<file path="config.mk">
export PLATFORM = sky130hd
export DESIGN_NAME = cpu_out_capture_flat
export DESIGN_NICKNAME = d
export VERILOG_FILES = /design/src/rtl/cpu_capture_pkg.sv /design/src/rtl/cpu_out_capture_if.sv /design/src/rtl/capture_fifo_mem.sv /design/src/rtl/cpu_out_capture.sv /design/src/flat_wrapper.sv
export SDC_FILE = /design/constraint.sdc
export NUM_CORES = 1
export LEC_CHECK = 0
export CAP_MARGIN = 40
export CORE_ASPECT_RATIO = 1.5
export CORE_MARGIN = 2
export CORE_UTILIZATION = 50
export CTS_BUF_LIST = sky130_fd_sc_hd__clkbuf_16
export CTS_CLUSTER_SIZE = 20
export DETAILED_ROUTE_END_ITERATION = 8
export DONT_BUFFER_PORTS = 1
export GPL_ROUTABILITY_DRIVEN = 0
export PLACE_DENSITY = 0.73
export SYNTH_ARGS = -nofsm -noshare
export SYNTH_HDL_FRONTEND = slang
export SYNTH_SLANG_ARGS = --single-unit
</file>
<file path="constraint.sdc">
create_clock -name clock -period 7.5 [get_ports clock]
set_input_delay 1.875 -clock clock [delete_from_list [all_inputs] [get_ports clock]]
set_output_delay 1.875 -clock clock [all_outputs]
set_load 0.02 [all_outputs]
</file>
<file path="src/rtl/cpu_capture_pkg.sv">
// Shared types for the CPU result capture buffer: capture modes, FSM states
// and the default-width view of one trace entry.
package cpu_capture_pkg;

    typedef enum logic [1:0] {
        CAP_STOP      = 2'd0,
        CAP_OVERWRITE = 2'd1,
        CAP_ONESHOT   = 2'd2
    } capture_mode_e;

    typedef enum logic {
        CAPTURE = 1'b0,
        FROZEN  = 1'b1
    } cap_state_e;

    localparam int ENTRY_DATA_W  = 32;
    localparam int ENTRY_STAMP_W = 16;

    // Layout of a stored sample at the default WIDTH/STAMPWIDTH
    typedef struct packed {
        logic [ENTRY_DATA_W-1:0]  data;
        logic [ENTRY_STAMP_W-1:0] stamp;
    } cap_entry_t;

endpackage

</file>
<file path="src/rtl/cpu_out_capture_if.sv">
// Result strobe in, trace drain out: the bus between the CPU/host side
// (master) and the capture buffer (slave).
interface cpu_out_capture_if #(
    parameter int WIDTH      = 32,
    parameter int STAMPWIDTH = 16
);
    logic                  outFlag;
    logic [WIDTH-1:0]      out;
    logic                  rd_ready;
    logic                  rd_valid;
    logic [WIDTH-1:0]      rd_data;
    logic [STAMPWIDTH-1:0] rd_stamp;

    modport master (
        output outFlag, out, rd_ready,
        input  rd_valid, rd_data, rd_stamp
    );

    modport slave (
        input  outFlag, out, rd_ready,
        output rd_valid, rd_data, rd_stamp
    );
endinterface

</file>
<file path="src/rtl/capture_fifo_mem.sv">
// Trace storage: one synchronous write port, one asynchronous read port.
// Contents are deliberately unreset; validity is tracked by the pointers.
module capture_fifo_mem #(
    parameter int DEPTH      = 16,
    parameter int ENTRYWIDTH = 48
) (
    input  logic                     clock,
    input  logic                     we,
    input  logic [$clog2(DEPTH)-1:0] waddr,
    input  logic [ENTRYWIDTH-1:0]    wdata,
    input  logic [$clog2(DEPTH)-1:0] raddr,
    output logic [ENTRYWIDTH-1:0]    rdata
);
    logic [ENTRYWIDTH-1:0] mem [DEPTH];

    always_ff @(posedge clock) begin
        if (we) begin
            mem[waddr] <= wdata;
        end
    end

    assign rdata = mem[raddr];

endmodule

</file>
<file path="src/rtl/cpu_out_capture.sv">
// Capture buffer for the CPU result port: records out/timestamp pairs on outFlag
// into a FIFO and drains them through a first-word-fall-through valid/ready port.
module cpu_out_capture
    import cpu_capture_pkg::*;
#(
    parameter int WIDTH      = 32,
    parameter int DEPTH      = 16,
    parameter int STAMPWIDTH = 16,
    parameter int DROPWIDTH  = 8
) (
    input  logic                   clock,
    input  logic                   reset,
    input  logic                   clear,
    input  logic                   enable,
    input  logic [1:0]             mode,
    cpu_out_capture_if.slave       bus,
    output logic [$clog2(DEPTH):0] count,
    output logic                   full,
    output logic                   empty,
    output logic                   frozen,
    output logic [DROPWIDTH-1:0]   dropped
);
    localparam int AW = $clog2(DEPTH);
    localparam int CW = AW + 1;
    localparam logic [CW-1:0] FULL_COUNT = CW'(DEPTH);

    typedef struct packed {
        logic [WIDTH-1:0]      data;
        logic [STAMPWIDTH-1:0] stamp;
    } slot_t;

    cap_state_e            state, state_next;
    logic [AW-1:0]         head, head_next;
    logic [AW-1:0]         tail, tail_next;
    logic [CW-1:0]         count_next;
    logic [STAMPWIDTH-1:0] stamp, stamp_next;
    logic [DROPWIDTH-1:0]  dropped_next;
    logic                  wr, rd, mem_we, head_adv, drop;
    logic                  overwrite_mode, oneshot_mode;
    slot_t                 wr_slot, head_slot;

    assign overwrite_mode = (mode == CAP_OVERWRITE);
    assign oneshot_mode   = (mode == CAP_ONESHOT);

    assign full   = (count == FULL_COUNT);
    assign empty  = (count == '0);
    assign frozen = (state == FROZEN);

    assign wr = enable & bus.outFlag & (state == CAPTURE);
    assign rd = bus.rd_valid & bus.rd_ready;

    // Storage is never reset, so the head is masked to zero whenever empty
    assign bus.rd_valid = !empty;
    assign bus.rd_data  = empty ? '0 : head_slot.data;
    assign bus.rd_stamp = empty ? '0 : head_slot.stamp;

    assign wr_slot = '{data: bus.out, stamp: stamp};

    capture_fifo_mem #(
        .DEPTH     (DEPTH),
        .ENTRYWIDTH($bits(slot_t))
    ) u_mem (
        .clock(clock),
        .we   (mem_we),
        .waddr(tail),
        .wdata(wr_slot),
        .raddr(head),
        .rdata(head_slot)
    );

    always_comb begin
        state_next   = state;
        head_next    = head;
        tail_next    = tail;
        count_next   = count;
        stamp_next   = stamp + STAMPWIDTH'(1);
        dropped_next = dropped;
        mem_we       = 1'b0;
        head_adv     = 1'b0;
        drop         = 1'b0;
        if (clear) begin
            state_next   = CAPTURE;
            head_next    = '0;
            tail_next    = '0;
            count_next   = '0;
            stamp_next   = '0;
            dropped_next = '0;
        end else begin
            // A full FIFO still accepts a write when a read or an overwrite frees a slot
            mem_we   = wr & (!full | rd | overwrite_mode);
            head_adv = rd | (wr & full & overwrite_mode);
            drop     = wr & full & !rd;
            if (mem_we) begin
                tail_next = tail + AW'(1);
            end
            if (head_adv) begin
                head_next = head + AW'(1);
            end
            count_next = count + CW'(mem_we) - CW'(head_adv);
            if (drop && (dropped != '1)) begin
                dropped_next = dropped + DROPWIDTH'(1);
            end
            if ((state == CAPTURE) && oneshot_mode && (count_next == FULL_COUNT)) begin
                state_next = FROZEN;
            end
        end
    end

    always_ff @(posedge clock or negedge reset) begin
        if (!reset) begin
            state   <= CAPTURE;
            head    <= '0;
            tail    <= '0;
            count   <= '0;
            stamp   <= '0;
            dropped <= '0;
        end else begin
            state   <= state_next;
            head    <= head_next;
            tail    <= tail_next;
            count   <= count_next;
            stamp   <= stamp_next;
            dropped <= dropped_next;
        end
    end

endmodule

</file>
<file path="src/flat_wrapper.sv">
// flat-port wrapper written by rule: the top's interface ports become plain ports
module cpu_out_capture_flat import cpu_capture_pkg::*;
#(
    parameter int WIDTH      = 32,
    parameter int DEPTH      = 16,
    parameter int STAMPWIDTH = 16,
    parameter int DROPWIDTH  = 8
)
  (clock, reset, clear, enable, mode, count, full, empty, frozen, dropped, bus_outFlag, bus_out, bus_rd_ready, bus_rd_valid, bus_rd_data, bus_rd_stamp);
  cpu_out_capture_if #(.WIDTH(WIDTH), .STAMPWIDTH(STAMPWIDTH)) bus_i ();
  input  logic clock;
  input  logic reset;
  input  logic clear;
  input  logic enable;
  input  logic [1:0] mode;
  output logic [$clog2(DEPTH):0] count;
  output logic full;
  output logic empty;
  output logic frozen;
  output logic [DROPWIDTH-1:0] dropped;
  input wire logic [$bits(bus_i.outFlag)-1:0] bus_outFlag;
  input wire logic [$bits(bus_i.out)-1:0] bus_out;
  input wire logic [$bits(bus_i.rd_ready)-1:0] bus_rd_ready;
  output wire logic [$bits(bus_i.rd_valid)-1:0] bus_rd_valid;
  output wire logic [$bits(bus_i.rd_data)-1:0] bus_rd_data;
  output wire logic [$bits(bus_i.rd_stamp)-1:0] bus_rd_stamp;
  assign bus_i.outFlag = bus_outFlag;
  assign bus_i.out = bus_out;
  assign bus_i.rd_ready = bus_rd_ready;
  assign bus_rd_valid = bus_i.rd_valid;
  assign bus_rd_data = bus_i.rd_data;
  assign bus_rd_stamp = bus_i.rd_stamp;
  cpu_out_capture #(.WIDTH(WIDTH), .DEPTH(DEPTH), .STAMPWIDTH(STAMPWIDTH), .DROPWIDTH(DROPWIDTH)) u_core (.clock(clock), .reset(reset), .clear(clear), .enable(enable), .mode(mode), .bus(bus_i), .count(count), .full(full), .empty(empty), .frozen(frozen), .dropped(dropped));
endmodule
</file>
==> Word level (Yosys, flattened, before mapping) <==
Memories as Yosys holds them, arrays and structs flattened.
Index checks and enable logic that the tools add are counted.
{ "classes": {"n_addsub": 6, "n_eq_ne": 5, "mux": 15, "n_bitwise": 11, "reduce_logical": 11} }
{ "ops": {"columns": ["operator", "n"], "rows": [
  ["$mux 16", 2],
  ["$mux 32", 1],
  ["$add 16x1->16 const B", 1],
  ["$mux 4", 4],
  ["$mux 8", 2],
  ["$eq 5x5->1 const B", 2],
  ["$add 4x1->4 const B", 2],
  ["$add 8x1->8 const B", 1],
  ["$ne 8x8->1 const B", 1],
  ["$reduce_bool 2->1", 4],
  ["$and 1x1->1", 7],
  ["$add 5x1->5", 1],
  ["$logic_not 5->1", 1],
  ["$mux 1", 5],
  ["$mux 5", 1],
  ["$sub 5x1->5", 1],
  ["$logic_and 1x1->1", 3],
  ["$logic_not 1->1", 3],
  ["$or 1x1->1", 3],
  ["$eq 2x1->1 const B", 1],
  ["$eq 2x2->1 const B", 1],
  ["$not 1->1", 1]
]} }
{ "totals": {"regBits": 38, "ram_bits": 768, "in_bits": 40, "out_inout_bits": 65, "word_cells": 55, "n_memories": 1} }
{ "mem_list": {"columns": ["memory", "words", "word_bits", "read_ports", "rd_ports_with_merged_regs", "wr", "line", "text"], "rows": [
  ["u_core.u_mem.mem", 16, 48, 1, 0, 1, "capture_fifo_mem.sv:14", "logic [ENTRYWIDTH-1:0] mem [DEPTH];"]
]} }

==> Depth between registers and ports, before layout <==
{ "logic_depth": {"word_depth": 12, "ltp_mapped": 14, "depth_no_buf": 14} }

==> By module <==
Synthesis repeated with hierarchy kept, for this count alone.
{ "unflattened": {"hier_cells": 1450, "hier_area_um2": 31083.6} }
{ "modules_own_cells": {"columns": ["mod", "n_inst", "cells_per_inst", "area_per_inst_um2", "seq_area_each_um2"], "rows": [
  ["capture_fifo_mem", 1, 1194, 28733.8, 23062.1],
  ["cpu_out_capture", 1, 256, 2349.8, 950.9]
]} }

==> Worst setup path after synthesis <==
OpenSTA, ideal clock, no wires.
{ "synth_path": {"kind": "input-to-reg", "startpoint": "in enable", "endpoint": "mem u_core.u_mem.mem[12][0] (enable)", "setup_ns": 0.454, "arrival_time_ns": 4.473, "t_required_ns": 7.046, "slack_ns": 2.573, "stages": 5, "n_path_buf": 0, "path_cell_list": "and3b_1 -> o31ai_1 -> clkinv_1 -> nand2_1 -> nor2_1"} }
{ "synth_via": {"elab_chain_len": 6} }
{ "synth_rtl": {"columns": ["item", "line", "text"], "rows": [
  ["from (decl)", "flat_wrapper.sv:14", "input logic enable;"],
  ["$and 1x1->1 (2 in series)", "cpu_out_capture.sv:49", "assign wr = enable & bus.outFlag & (state == CAPTURE);"],
  ["$and 1x1->1", "cpu_out_capture.sv:90", "mem_we = wr & (!full | rd | overwrite_mode);"],
  ["$mux 1", "cpu_out_capture.sv:81", "if (clear) begin"],
  ["$mux 1", "capture_fifo_mem.sv:17", "if (we) begin"],
  ["$mux 1 (not written as such)", "capture_fifo_mem.sv:18", "mem[waddr] <= wdata;"],
  ["to (decl)", "capture_fifo_mem.sv:14", null]
]} }
No other way between the ends.

==> Worst setup path after layout <==
{ "layout_path": {"startpoint": "reg u_core.count[2]", "endpoint": "out bus_rd_data[31]"} }
{ "layout_via": {"elab_chain_len": 2} }
{ "layout_rtl": {"columns": ["item", "line", "text"], "rows": [
  ["from (decl)", "cpu_out_capture.sv:17", "output logic [$clog2(DEPTH):0] count,"],
  ["from (signal assigned)", "cpu_out_capture.sv:121", "count <= count_next;"],
  ["$logic_not 5->1", "cpu_out_capture.sv:46", "assign empty = (count == '0);"],
  ["named net empty", "flat_wrapper.sv:18", "output logic empty;"],
  ["$mux 32", "cpu_out_capture.sv:54", "assign bus.rd_data = empty ? '0 : head_slot.data;"],
  ["to (decl)", "flat_wrapper.sv:25", "output wire logic [$bits(bus_i.rd_data)-1:0] bus_rd_data;"]
]} }
The timed path passes the listed nets, and every way through them passes these cells.

==> metrics.txt <==
Antenna diodes 0; WL final 66300 um; row cnt 111; multi-input logic area 6520 sq um; first-pass GRT wire length 97500 um; Worst Path Required 5.62 ns; max frequency 192 MHz; Post-CTS Setup Inserts 0; CTS Sinks 806; Syn Inst Count 1409; final core occ 0.564; Peak VDD IR 0.215 mV; Post-synth top cells edfxtp_1, mux4_2, a22oi_1; Via density 6.24; WL/cell 28.9 um; Die Y 308 um; area leader, netlist edfxtp_1; Worst Max-Slew Pin Slew 0.915 ns; Worst slew margin 0.390; Post-Syn Area 30800 sq um; family with the most delay on the worst path buffers and inverters; most numerous cell in the Yosys netlist edfxtp_1; Hold-fix buffers, CTS 0; Detail Route Antenna Nets 0; Root Driver clkbuf_16; Worst Skew 0.0257 ns; clock slew at reported path FFs 0.07 ns; synth top area cells edfxtp_1, mux4_2, dfrtp_1; status complete, no violations; Post-synth ARST share 0.0471; worst slack, placed 2.89 ns; sequential area share after synthesis 0.780; initial antenna violation count 0; area share of the largest cell type after synthesis 0.749; fillers 4292; CP max FO 47; power density over cell area 307 nW/um^2; Post-Layout Cell Count 2295; Residual DRC 0; register bit count reported by yosys 806; post-layout minimum cycle time 5.22 ns; number of flops mapped to enable cells by yosys 768; Die ar. 63600 sq um; Synth Flop Type edfxtp_1; synth unique cells 47; CP max stage delay 0.71 ns; critical path cell sequence inv_1, ha_1, or4b_4, inv_2, nor3b_2, buf_4, a22oi_1, nand2_1; Clock Path Buffers 3; Worst EP arrival 3.34 ns; CTS resizes 0; Worst-Skew Late Latency 0.59 ns; Slew Viols, Final 0; Ports 105; DR iter-0 viols 1400; grt ovf 0; kind of critical path register to output pin; layout cell share with drive strength beyond 1 0.243; vias in the first global route 15000; Vias 14300; # nets final 1503; Mean Syn Cell Area 21.8 sq um; pin count of the biggest net entering global routing 145; Final Hold Violating Endpoints 0; synth warn 0; CP endpoint kind output pin; post-DP HPWL 34100 um; Core Footprint 61000 sq um; Starting Density 0.505; CP startpoint kind register; CTS tree built; GRT Util Overall 0.213; drt pass-1 iters 5; max_cap viols 0; CTS Buf Count 70; Slowest-stage cell, CP buf_4; unrepaired setup endpoints after global routing no; Setup violations, final 0; CP bufs+invs 3; Final Worst Setup Slack 2.28 ns; final cycle utilization of the critical path 0.696; dpl cells 2168; Mapped Nets 1463; I/O Buffers 0; Register Area 24000 sq um; Die X 207 um; H-tree depth 3; Leakage 10.8 nW; HP Class register to register; setup_tns 0 ns; area delta synth->final 11.7%
==> worst min-delay path, cell delays in order (launching register included) <==
cell	delay, ns
dfrtp_1	0.43
o21ai_0	0.09
a21oi_1	0.06
==> power by group <==
group          switching [mW]  internal [mW]
Sequential              0.114           4.95
Clock                    1.58           1.94
Combinational            1.10          0.860
==> per-layer routing <==
layer  vias up  wire [um]  global-route usage
li1       5979          -                   -
met1      7633      25100               0.276
met2       600      34600               0.363
met3       113       4800              0.0405
met4         0       1800              0.0711
met5         -          0                   0
==> stage by stage <==
stage | power [mW] | area (sq um) | hold WS [ns]
6_report | 10.5 | 34400 | 0.617
5_1_grt | 10.9 | 34400 | 0.677
4_1_cts | 10.7 | 34400 | 0.612
3_5_place_dp | 7.18 | 32200 | 0.601
3_3_place_gp | 7.15 | 31800 | 0.597
2_1_floorplan | 6.73 | 30800 | 0.559
==> state kept, by name, summed over array words and instances (netlist names) <==
name	flops
u_core.stamp	16
u_core.u_mem.mem	768
u_core.count	5
u_core.dropped	8
u_core.head	4
u_core.frozen	1
u_core.tail	4
==> placed cells by master (no fill, tap or decap), drive strengths merged, types with 6 or more instances in the layout <==
master,synthesis,final
a21oi,14,14
dfrtp,38,38
nor2,40,40
nand2,62,62
inv,16,31
ha,13,13
o21ai,7,7
a22oi,94,94
mux4,192,192
xnor2,12,12
edfxtp,768,768
clkinv,1,31
clkbuf,24,74
buf,47,39
nand3,13,13
or3,6,6
xor2,6,6
==> area by class of cell <==
class / count / share of cell area
Clock buffer: 74 / 0.0539
Clock inverter: 53 / 0.0110
Inverter: 17 / 0.00186
Multi-Input combinational cell: 515 / 0.190
Sequential cell: 806 / 0.699
Tap cell: 791 / 0.0288
Timing Repair Buffer: 39 / 0.0163
==> final timing paths <==
path | from | endpoint | slack (ns) | cells past startpoint
max in group asynchronous | reset | u_core.head[0] | 6.42 | 0
setup reg to reg | u_core.count[2] | u_core.frozen | 3.80 | 13
min in group asynchronous | reset | u_core.count[2] | 0.97 | 0
hold / removal | u_core.tail[3] | u_core.tail[3] | 0.62 | 2
hold reg to reg | u_core.tail[3] | u_core.tail[3] | 0.62 | 2
setup / recovery | u_core.count[2] | bus_rd_data[31] | 2.28 | 8
==> logic make-up (layout without fill, tap and decap cells) <==
| kind of cell | Yosys count | in the layout | synth area share |
|---|---|---|---|
| buffers and inverters | 88 | 183 | 0.0127 |
| adders and majority gates | 14 | 14 | 0.00593 |
| and+or+nand+nor | 157 | 157 | 0.0239 |
| xor gates and xnor gates | 18 | 18 | 0.00512 |
| muxes | 195 | 195 | 0.141 |
| AOI/OAI and AO/OA | 131 | 131 | 0.0308 |
| DFF | 806 | 806 | 0.780 |
Note: power is estimated with default switching activity, not from simulation.
